File: src/rtl/mdp_pkg.sv
// Shared MD+ definitions: feeder FSM states and PCM buffer geometry.
package mdp_pkg;

  typedef enum logic [2:0] {
    FEED_IDLE,
    FEED_RSTPTR,
    FEED_WAIT_SPACE,
    FEED_FETCH,
    FEED_WRITE,
    FEED_SETTLE
  } feed_state_t;

  localparam int MDP_SECTOR_BYTES   = 2352;
  localparam int MDP_PCM_BUFF_BYTES = 8192;

endpackage

File: src/rtl/mdp_pcm_feeder.sv
// Streams sector-sized blocks of PCM bytes from a byte-wide memory read port
// into the MD+ PCM ring buffer, checking for free space once per sector.
module mdp_pcm_feeder
  import mdp_pkg::*;
#(
  parameter int SECTOR_BYTES = MDP_SECTOR_BYTES,
  parameter int ADDR_W       = 24,
  parameter int SETTLE       = 4
) (
  input  logic              clk,
  input  logic              rst,
  input  logic              start,
  input  logic              stop,
  input  logic [ADDR_W-1:0] src_addr,
  input  logic [15:0]       sec_count,
  input  logic              loop_en,
  input  logic              can_wr,
  output logic              mem_req,
  output logic [ADDR_W-1:0] mem_addr,
  input  logic              mem_ack,
  input  logic [7:0]        mem_dat,
  output logic              buff_we,
  output logic [7:0]        buff_dat,
  output logic              addr_rst,
  output logic              play,
  output logic              busy,
  output logic              done,
  output logic [15:0]       sec_left
);

  localparam int SETTLE_W = (SETTLE > 1) ? $clog2(SETTLE) : 1;
  localparam logic [11:0] LAST_BYTE = 12'(SECTOR_BYTES - 1);
  localparam logic [SETTLE_W-1:0] LAST_SETTLE = SETTLE_W'(SETTLE - 1);

  feed_state_t         state_q, state_d;
  logic [ADDR_W-1:0]   cur_addr_q, cur_addr_d;
  logic [ADDR_W-1:0]   base_addr_q, base_addr_d;
  logic [15:0]         sec_left_q, sec_left_d;
  logic [15:0]         sec_total_q, sec_total_d;
  logic [11:0]         byte_cnt_q, byte_cnt_d;
  logic [SETTLE_W-1:0] settle_q, settle_d;
  logic                primed_q, primed_d;
  logic                pend_q, pend_d;
  logic [7:0]          buff_dat_q, buff_dat_d;
  logic                mem_req_q, mem_req_d;
  logic                buff_we_q, buff_we_d;
  logic                addr_rst_q, addr_rst_d;
  logic                done_q, done_d;
  logic                busy_q, busy_d;
  logic                abort;

  always_ff @(posedge clk) begin
    if (rst) begin
      state_q     <= FEED_IDLE;
      cur_addr_q  <= '0;
      base_addr_q <= '0;
      sec_left_q  <= '0;
      sec_total_q <= '0;
      byte_cnt_q  <= '0;
      settle_q    <= '0;
      primed_q    <= 1'b0;
      pend_q      <= 1'b0;
      buff_dat_q  <= '0;
      mem_req_q   <= 1'b0;
      buff_we_q   <= 1'b0;
      addr_rst_q  <= 1'b1;
      done_q      <= 1'b0;
      busy_q      <= 1'b0;
    end else begin
      state_q     <= state_d;
      cur_addr_q  <= cur_addr_d;
      base_addr_q <= base_addr_d;
      sec_left_q  <= sec_left_d;
      sec_total_q <= sec_total_d;
      byte_cnt_q  <= byte_cnt_d;
      settle_q    <= settle_d;
      primed_q    <= primed_d;
      pend_q      <= pend_d;
      buff_dat_q  <= buff_dat_d;
      mem_req_q   <= mem_req_d;
      buff_we_q   <= buff_we_d;
      addr_rst_q  <= addr_rst_d;
      done_q      <= done_d;
      busy_q      <= busy_d;
    end
  end

  // Outputs are computed from the next state so that every port comes straight off a flop.
  always_comb begin
    state_d     = state_q;
    cur_addr_d  = cur_addr_q;
    base_addr_d = base_addr_q;
    sec_left_d  = sec_left_q;
    sec_total_d = sec_total_q;
    byte_cnt_d  = byte_cnt_q;
    settle_d    = settle_q;
    primed_d    = primed_q;
    pend_d      = pend_q;
    buff_dat_d  = buff_dat_q;
    buff_we_d   = 1'b0;
    addr_rst_d  = 1'b0;
    done_d      = 1'b0;
    abort       = 1'b0;

    case (state_q)
      FEED_IDLE: begin
        if (stop) begin
          primed_d = 1'b0;
        end else if (start) begin
          if (sec_count == 16'd0) begin
            done_d = 1'b1;
          end else begin
            cur_addr_d  = src_addr;
            base_addr_d = src_addr;
            sec_left_d  = sec_count;
            sec_total_d = sec_count;
            byte_cnt_d  = '0;
            primed_d    = 1'b0;
            pend_d      = 1'b0;
            addr_rst_d  = 1'b1;
            state_d     = FEED_RSTPTR;
          end
        end
      end
      FEED_RSTPTR: begin
        if (stop) abort = 1'b1;
        else      state_d = FEED_WAIT_SPACE;
      end
      FEED_WAIT_SPACE: begin
        if (stop)        abort = 1'b1;
        else if (can_wr) state_d = FEED_FETCH;
      end
      // A stop here must not drop the outstanding request; it is remembered and acted on at the ack.
      FEED_FETCH: begin
        if (mem_ack) begin
          if (stop || pend_q) begin
            abort = 1'b1;
          end else begin
            buff_dat_d = mem_dat;
            buff_we_d  = 1'b1;
            state_d    = FEED_WRITE;
          end
        end else if (stop) begin
          pend_d = 1'b1;
        end
      end
      FEED_WRITE: begin
        if (stop) begin
          abort = 1'b1;
        end else begin
          cur_addr_d = cur_addr_q + ADDR_W'(1);
          if (byte_cnt_q != LAST_BYTE) begin
            byte_cnt_d = byte_cnt_q + 12'd1;
            state_d    = FEED_FETCH;
          end else begin
            byte_cnt_d = '0;
            primed_d   = 1'b1;
            settle_d   = '0;
            sec_left_d = (sec_left_q != 16'd0) ? sec_left_q - 16'd1 : 16'd0;
            if (sec_left_q <= 16'd1 && !loop_en) begin
              done_d  = 1'b1;
              state_d = FEED_IDLE;
            end else if (sec_left_q <= 16'd1) begin
              cur_addr_d = base_addr_q;
              sec_left_d = sec_total_q;
              state_d    = FEED_SETTLE;
            end else begin
              state_d = FEED_SETTLE;
            end
          end
        end
      end
      FEED_SETTLE: begin
        if (stop) begin
          abort = 1'b1;
        end else if (settle_q == LAST_SETTLE) begin
          state_d = FEED_WAIT_SPACE;
        end else begin
          settle_d = settle_q + SETTLE_W'(1);
        end
      end
      default: state_d = FEED_IDLE;
    endcase

    if (abort) begin
      state_d    = FEED_IDLE;
      primed_d   = 1'b0;
      pend_d     = 1'b0;
      buff_we_d  = 1'b0;
      addr_rst_d = 1'b1;
    end

    mem_req_d = (state_d == FEED_FETCH);
    busy_d    = (state_d != FEED_IDLE);
  end

  assign mem_req  = mem_req_q;
  assign mem_addr = cur_addr_q;
  assign buff_we  = buff_we_q;
  assign buff_dat = buff_dat_q;
  assign addr_rst = addr_rst_q;
  assign play     = primed_q;
  assign busy     = busy_q;
  assign done     = done_q;
  assign sec_left = sec_left_q;

endmodule

File: config.mk
export PLATFORM = sky130hd
export DESIGN_NAME = mdp_pcm_feeder
export DESIGN_NICKNAME = d
export VERILOG_FILES = /design/src/rtl/mdp_pkg.sv /design/src/rtl/mdp_pcm_feeder.sv
export SDC_FILE = /design/constraint.sdc
export NUM_CORES = 1
export LEC_CHECK = 0
export CAP_MARGIN = 5
export CORE_MARGIN = 2
export CORE_UTILIZATION = 26
export DETAILED_ROUTE_END_ITERATION = 10
export GPL_TIMING_DRIVEN = 0
export PLACE_DENSITY = 0.53
export SYNTH_ARGS = -nofsm -noshare
export SYNTH_HDL_FRONTEND = slang
export SYNTH_SLANG_ARGS = --single-unit
File: constraint.sdc
create_clock -name clk -period 2.5 [get_ports clk]
set_input_delay 0.25 -clock clk [delete_from_list [all_inputs] [get_ports clk]]
set_output_delay 0.25 -clock clk [all_outputs]
set_load 0.02 [all_outputs]
==> metrics, run 1 <==
status=completed; Async SR Flop Fraction=0; crit path from=state_q[0]$_SDFF_PP0_; most frequent cell after synthesis=nand2_1; largest family of logic cells by synthesized area=simple AND/OR/NAND/NOR gates; number of global-route vias before repair=5,535; Mapped Area=roughly 5800 µm²; crit path DAT=2.62 ns; top post-synthesis cells by count=nand2_1 (132), dfxtp_1 (112), a21oi_1 (91), nor2_1 (68), o21ai_0 (37); final global-route overflow total=0; Design Power=4290 µW; DR iter-0 viols=610; synthesis-to-layout area growth=31.4%; internal power=2930 µW; Post-Synthesis Cells=between 700 and 800; largest net degree at the start of global routing=20; Slew @ Worst Pin=0.762 ns; CTS tree=built; Max Cap Viol=0; cell area power density=560 nW/µm²; capture point of the critical path=done$_SDFF_PP0_; switching share of power=0.317; initial antenna violation count=0; Final WS setup=0.0928 ns; Synth Area in Simple Gates=0.286; Core Area=22,000 µm²; Critical Path Fanout Max=10; max-slew violations=0; Die Y=154 µm; Initial Util=0.266; clock skew=0.00861 ns; DRC=0; Worst R2R Path Depth=7; GRT Resource Usage Total=0.173; post-synth top area share=0.384; crit share post-route=0.963; maximum vdd ir drop=228 µV; vias=5,927; Ant. Diodes=0; worst reg2reg endpoint=done$_SDFF_PP0_; CTS buffer count=9; post-synthesis xor/xnor area fraction=0.0600; top cells by area, synth=dfxtp_1 (38%), nand2_1 (8.5%), a21oi_1 (7.8%); die area=23,700 µm²; Post-DP HPWL=approximately 15,000 µm; Crit Path Class=reg2reg; Critical Path, Cell by Cell=clkbuf_1, nand2b_1, clkbuf_1, clkbuf_1, nor2_1, a21oi_1, nor3b_1; CP max stage delay=0.56 ns; # IOs=roughly 110; Post-Place Worst Slack=-0.510 ns; hold_buf cts=0; max_slew headroom=0.492; flops & latches, synth=112; Post-Route WL=approximately 21,000 µm; HP Class=in2reg; first-pass GRT wire length=31,900 µm; clock power share=0.335; Final ANT Viol Nets=0; ys flop type=dfxtp_1; mux contribution to synthesized area=0; P_sw=1360 µW; Syn Nets=813; ratio of cells with drive above 1 in the final layout=0.0815; part of the power in combinational logic=0.205; Avg Cell Area, Syn=7.76 µm²; CTS clk-pin slew, worst paths=roughly 0.080 ns; Worst EP required=around 2.7 ns; Slowest-stage cell, CP=clkbuf_1; Die X=approximately 150 µm; Compound-Gate Fraction of Synth Area=0.219; Final GP Congestion=0.832; hold_ws=between 0.4 and 0.5 ns; endpoints failing setup=0; clock root buffer=clkbuf_16; shortest period the worst path allows=~2.4 ns; # fillers=2,325; fmax=approximately 420 MHz; Clock Path Buffers=2; I/O Buffers=107; DR vias/cell=5.10; Pre-antenna DRT Iters=5; number of synthesized flops with an enable pin=0; synth unique cells=between 60 and 70; Adder-Cell Fraction of Synth Area=0.0129; area leader, netlist=dfxtp_1; Setup crit end kind=flip-flop; reg-to-reg startpoint=state_q[0]$_SDFF_PP0_; part of the power in registers=0.460; setup TNS=0 ns; Synth warnings=0; P_leak=0.00262 µW; final hold vios=0; CP most frequent cell=clkbuf_1; CTS Sinks=112; Row Count=54; sequential area share after synthesis=0.384; htree depth=3; Clock Latency Late Sink=~0.37 ns; Reg2Reg Setup Slack=0.09 ns; # nets final=939; Worst setup SP type=flip-flop; WL/cell=17.8 µm
-- cell type report --
type	instances	area (µm²)	area share
well taps	280	350	0.0457
multi-input cells	587	3430	0.448
clock inverters	6	51.3	0.00669
clock buffers	10	229	0.0299
repair buffers	117	1150	0.150
plain buffers	44	190	0.0248
flip-flops and latches	112	2240	0.292
inverters	7	26.3	0.00343
-- cell families (layout without fill, tap and decap cells) --
| family | after synthesis | in the layout |
|---|---|---|
| compound gates | 211 | 211 |
| buf+inv | 53 | 184 |
| simple gates | 330 | 330 |
| xor+xnor | 40 | 40 |
| flops | 112 | 112 |
| fa+ha+maj | 6 | 6 |
-- layout by cell type, fill, tap and decap left out, drive strengths merged, types with 18 or more instances in the layout --
cell type        n
buf             24
nand4           18
nand3           29
nand2          132
o21ai           50
a211oi          21
nor3            25
a21oi           92
dfxtp          112
clkdlybuf4s50  107
nor2            71
xor2            23
clkbuf          40
-- worst min-delay path by stage --
stage / cells past startpoint / slack (ns) / from / endpoint
2_1_floorplan: 2 / 0.39 / src_addr[20] / base_addr_q[20]$_SDFFE_PP0P_
5_1_grt: 3 / 0.46 / mem_dat[3] / buff_dat[3]$_SDFFE_PP0P_
3_5_place_dp: 2 / 0.45 / buff_dat[0]$_SDFFE_PP0P_ / buff_dat[0]$_SDFFE_PP0P_
4_1_cts: 3 / 0.44 / mem_dat[3] / buff_dat[3]$_SDFFE_PP0P_
6_report: 3 / 0.45 / mem_dat[3] / buff_dat[3]$_SDFFE_PP0P_
3_3_place_gp: 2 / 0.44 / base_addr_q[7]$_SDFFE_PP0P_ / base_addr_q[7]$_SDFFE_PP0P_
-- power groups by stage --
stage               registers, µW  clock network, µW  logic (µW)
global placement             2010                  0         860
detailed placement           2010                  0         856
CTS                          1970               1480         865
floorplan                    2040                  0         451
finish                       1980               1440         879
global route                 1990               1540         957
-- registers in the layout, summed over array words and instances (netlist names) --
name	cells
addr_rst	1
base_addr_q	24
buff_dat	8
buff_we	1
busy	1
byte_cnt_q	12
done	1
mem_addr	24
mem_req	1
pend_q	1
play	1
sec_left	16
sec_total_q	16
settle_q	2
state_q	3
-- critical path: cells and delay by family (launching register included) --
family / cells / cell delay (ns)
flip-flops: 1 / 0.31
AO/OA/AOI/OAI: 1 / 0.17
buffers and inverters: 3 / 1.33
AND/OR/NAND/NOR: 3 / 0.44
-- layer usage --
| metal | up-vias | share of wire | GRT usage |
|---|---|---|---|
| met4 | 0 | 0.018 | 0.0467 |
| met2 | 169 | 0.45 | 0.272 |
| met5 | - | 0 | 0 |
| met3 | 23 | 0.049 | 0.0327 |
| li1 | 2933 | - | - |
| met1 | 2802 | 0.48 | 0.243 |
-- metrics by stage --
step,area (µm²),instances,util
3_5_place_dp,7260,1139,0.330
6_report,7670,1163,0.349
2_1_floorplan,5840,752,-
4_1_cts,7600,1160,0.346
5_1_grt,7670,1163,0.349
3_3_place_gp,7260,1139,0.330
-- what timing repair did --
item / CTS / global route
pin swaps: 3 / 3
endpoints found under the setup margin: 60 / 50
setup buffers: 5 / 5
gates resized for setup: 5 / 11
Note: power is estimated with default switching activity, not from simulation.
==> inputs of run 2 (changes only) <==
TNS_END_PERCENT = 5   (was not set)
==> metrics, run 2 (same netlist as run 1, synthesis figures left out) <==
status=completed; first-pass GRT wire length=31,800 µm (-0.26%); commonest non-fill, non-tap cell in the layout=nand2_1; max-slew violations=0 (unchanged); Pre-antenna DRT Iters=5 (unchanged); final global-route overflow total=0 (unchanged); RSZ-0062 raised after global routing=yes; # nets final=934 (-0.53%); P_leak=0.00260 µW (-0.60%); Row Count=54 (unchanged); Post-Route WL=20,600 µm (-0.24%); vias=5,954 (+0.46%); CTS clk-pin slew, worst paths=0.08 ns (about the same); die area=23,700 µm² (unchanged); CP max stage delay=0.63 ns (+0.07 ns); max_slew headroom=0.468 (-0.0241); Die Y=154 µm (unchanged); hold_ws=0.445 ns (-0.00230 ns); CTS Sinks=112 (unchanged); Clock Path Buffers=2 (unchanged); htree depth=3 (unchanged); Max Cap Viol=0 (unchanged); ratio of cells with drive above 1 in the final layout=0.0786 (-0.00295); CP delay by family, top=buffers and inverters; Design Power=4280 µW (-0.27%); CTS buffer count=9 (unchanged); fmax=417 MHz (+0.41%); initial antenna violation count=0 (unchanged); met3 Resource Use GR=0.0327 (unchanged); DR iter-0 viols=533 (-13%); setup TNS=0 ns (unchanged); Post-DP HPWL=15,100 µm (unchanged); CTS tree=built; HP Class=in2reg; Finished Layout Cells=1,158 (-0.43%); Slew @ Worst Pin=0.791 ns (+0.0288 ns); HP Start=mem_dat[3]; Hold Path Depth=3 (unchanged); Worst R2R Path Depth=8 (+1); Worst setup SP type=primary input; met2 Use GR=0.269 (-0.00215); Die X=154 µm (unchanged); WHS Endpoint=buff_dat[3]$_SDFFE_PP0P_; reg-to-reg startpoint=byte_cnt_q[0]$_SDFFE_PP0P_; I/O Buffers=107 (unchanged); Post-Place Worst Slack=-0.510 ns (unchanged); Crit Path Class=in2reg; Setup crit end kind=flip-flop; clock skew=0.00788 ns (-0.000729 ns); Initial Util=0.266 (unchanged); Critical Path Fanout Max=10 (unchanged); Final GP Congestion=0.832 (unchanged); Core Area=22,000 µm² (unchanged); DR vias/cell=5.14 (+0.89%); cell area power density=559 nW/µm² (-0.17%); Final WS setup=0.103 ns (+0.00986 ns); shortest period the worst path allows=2.40 ns (-0.00986 ns); Reg2Reg Setup Slack=0.10 ns (about the same); Slowest-stage cell, CP=clkbuf_1; Inst Count DP=1,139 (unchanged); final hold vios=0 (unchanged); Worst EP required=2.72 ns (about the same); Clock Latency Late Sink=0.36 ns (about the same); # IOs=109 (unchanged); WL/cell=17.8 µm (+0.19%); maximum vdd ir drop=227 µV (-0.61%); GRT met1 Usage=0.244 (+0.000347); DRC=0 (unchanged); CP most frequent cell=clkbuf_1; Ant. Diodes=0 (unchanged); worst reg2reg endpoint=sec_left[7]$_SDFFE_PP0P_; crit path DAT=2.61 ns (about the same); Critical Path, Cell by Cell=clkdlybuf4s50_1, clkbuf_1, clkbuf_1, clkbuf_1, a21oi_1; largest net degree at the start of global routing=20 (unchanged); clock root buffer=clkbuf_16; endpoints failing setup=0 (unchanged); gr busiest metal=met2; synthesis-to-layout area growth=31.2% (about the same); number of global-route vias before repair=5,512 (-0.42%); crit share post-route=0.959 (-0.00395); most frequent cells in the layout=nand2_1 (132), dfxtp_1 (112), clkdlybuf4s50_1 (107); Worst Path Buf+Inv=4 (+1); GRT Resource Usage Total=0.173 (-0.000479); Final ANT Viol Nets=0 (unchanged)
## run 2: timing repair
| item | 4_1_cts | 5_1_grt |
|---|---|---|
| hold buffers | 0 | 0 |
| setup endpoints to repair | 60 | 70 |
| pin swaps | 3 | 3 |
| buffers inserted | 1 | 3 |
| gates resized for setup | 6 | 16 |
## run 2: worst min-delay path, cell delays in order
cell	delay, ns
clkdlybuf4s50_1	0.40
nand3_1	0.07
a21oi_1	0.05
## run 2: per-layer routing
metal | vias up | wire, µm
met4 | 0 | 362
met3 | 22 | 968
met2 | 167 | 9270
met1 | 2836 | 10000
li1 | 2929 | -
met5 | - | 0
## run 2: worst max-delay path by stage
| stage | start | end | slack [ns] | depth (start not counted) |
|---|---|---|---|---|
| detailed placement | sec_count[2] | sec_left[7]$_SDFFE_PP0P_ | -0.51 | 9 |
| floorplan | sec_left[0]$_SDFFE_PP0P_ | mem_addr[23]$_SDFFE_PP0P_ | 0.27 | 7 |
| finish | rst | base_addr_q[8]$_SDFFE_PP0P_ | 0.10 | 5 |
| global route | sec_left[5]$_SDFFE_PP0P_ | sec_left[12]$_SDFFE_PP0P_ | -0.08 | 7 |
| global placement | sec_count[2] | mem_addr[3]$_SDFFE_PP0P_ | -0.55 | 8 |
| CTS | sec_count[7] | sec_left[7]$_SDFFE_PP0P_ | 0.007 | 9 |
## run 2: final cells by class
cell class | count | area, µm²
inverter | 7 | 26.3
fill | 2324 | 14300
timing repair buffer | 111 | 1100
clock buffer | 10 | 229
buffer | 45 | 198
sequential | 112 | 2240
multi-input combinational | 587 | 3460
tap | 280 | 350
clock inverter | 6 | 51.3
## run 2: stage by stage
step | cell area [µm²] | util
6_report | 7660 | 0.349
3_5_place_dp | 7260 | 0.330
5_1_grt | 7660 | 0.349
2_1_floorplan | 5840 | -
3_3_place_gp | 7260 | 0.330
4_1_cts | 7570 | 0.345
## run 2: power by group
group / switching (µW) / leakage (µW) / internal, µW / total [µW]
combinational: 514 / 0.00155 / 363 / 877
sequential: 103 / 0.000913 / 1870 / 1970
clock: 737 / 0.000134 / 693 / 1430
total: 1350 / 0.00260 / 2930 / 4280
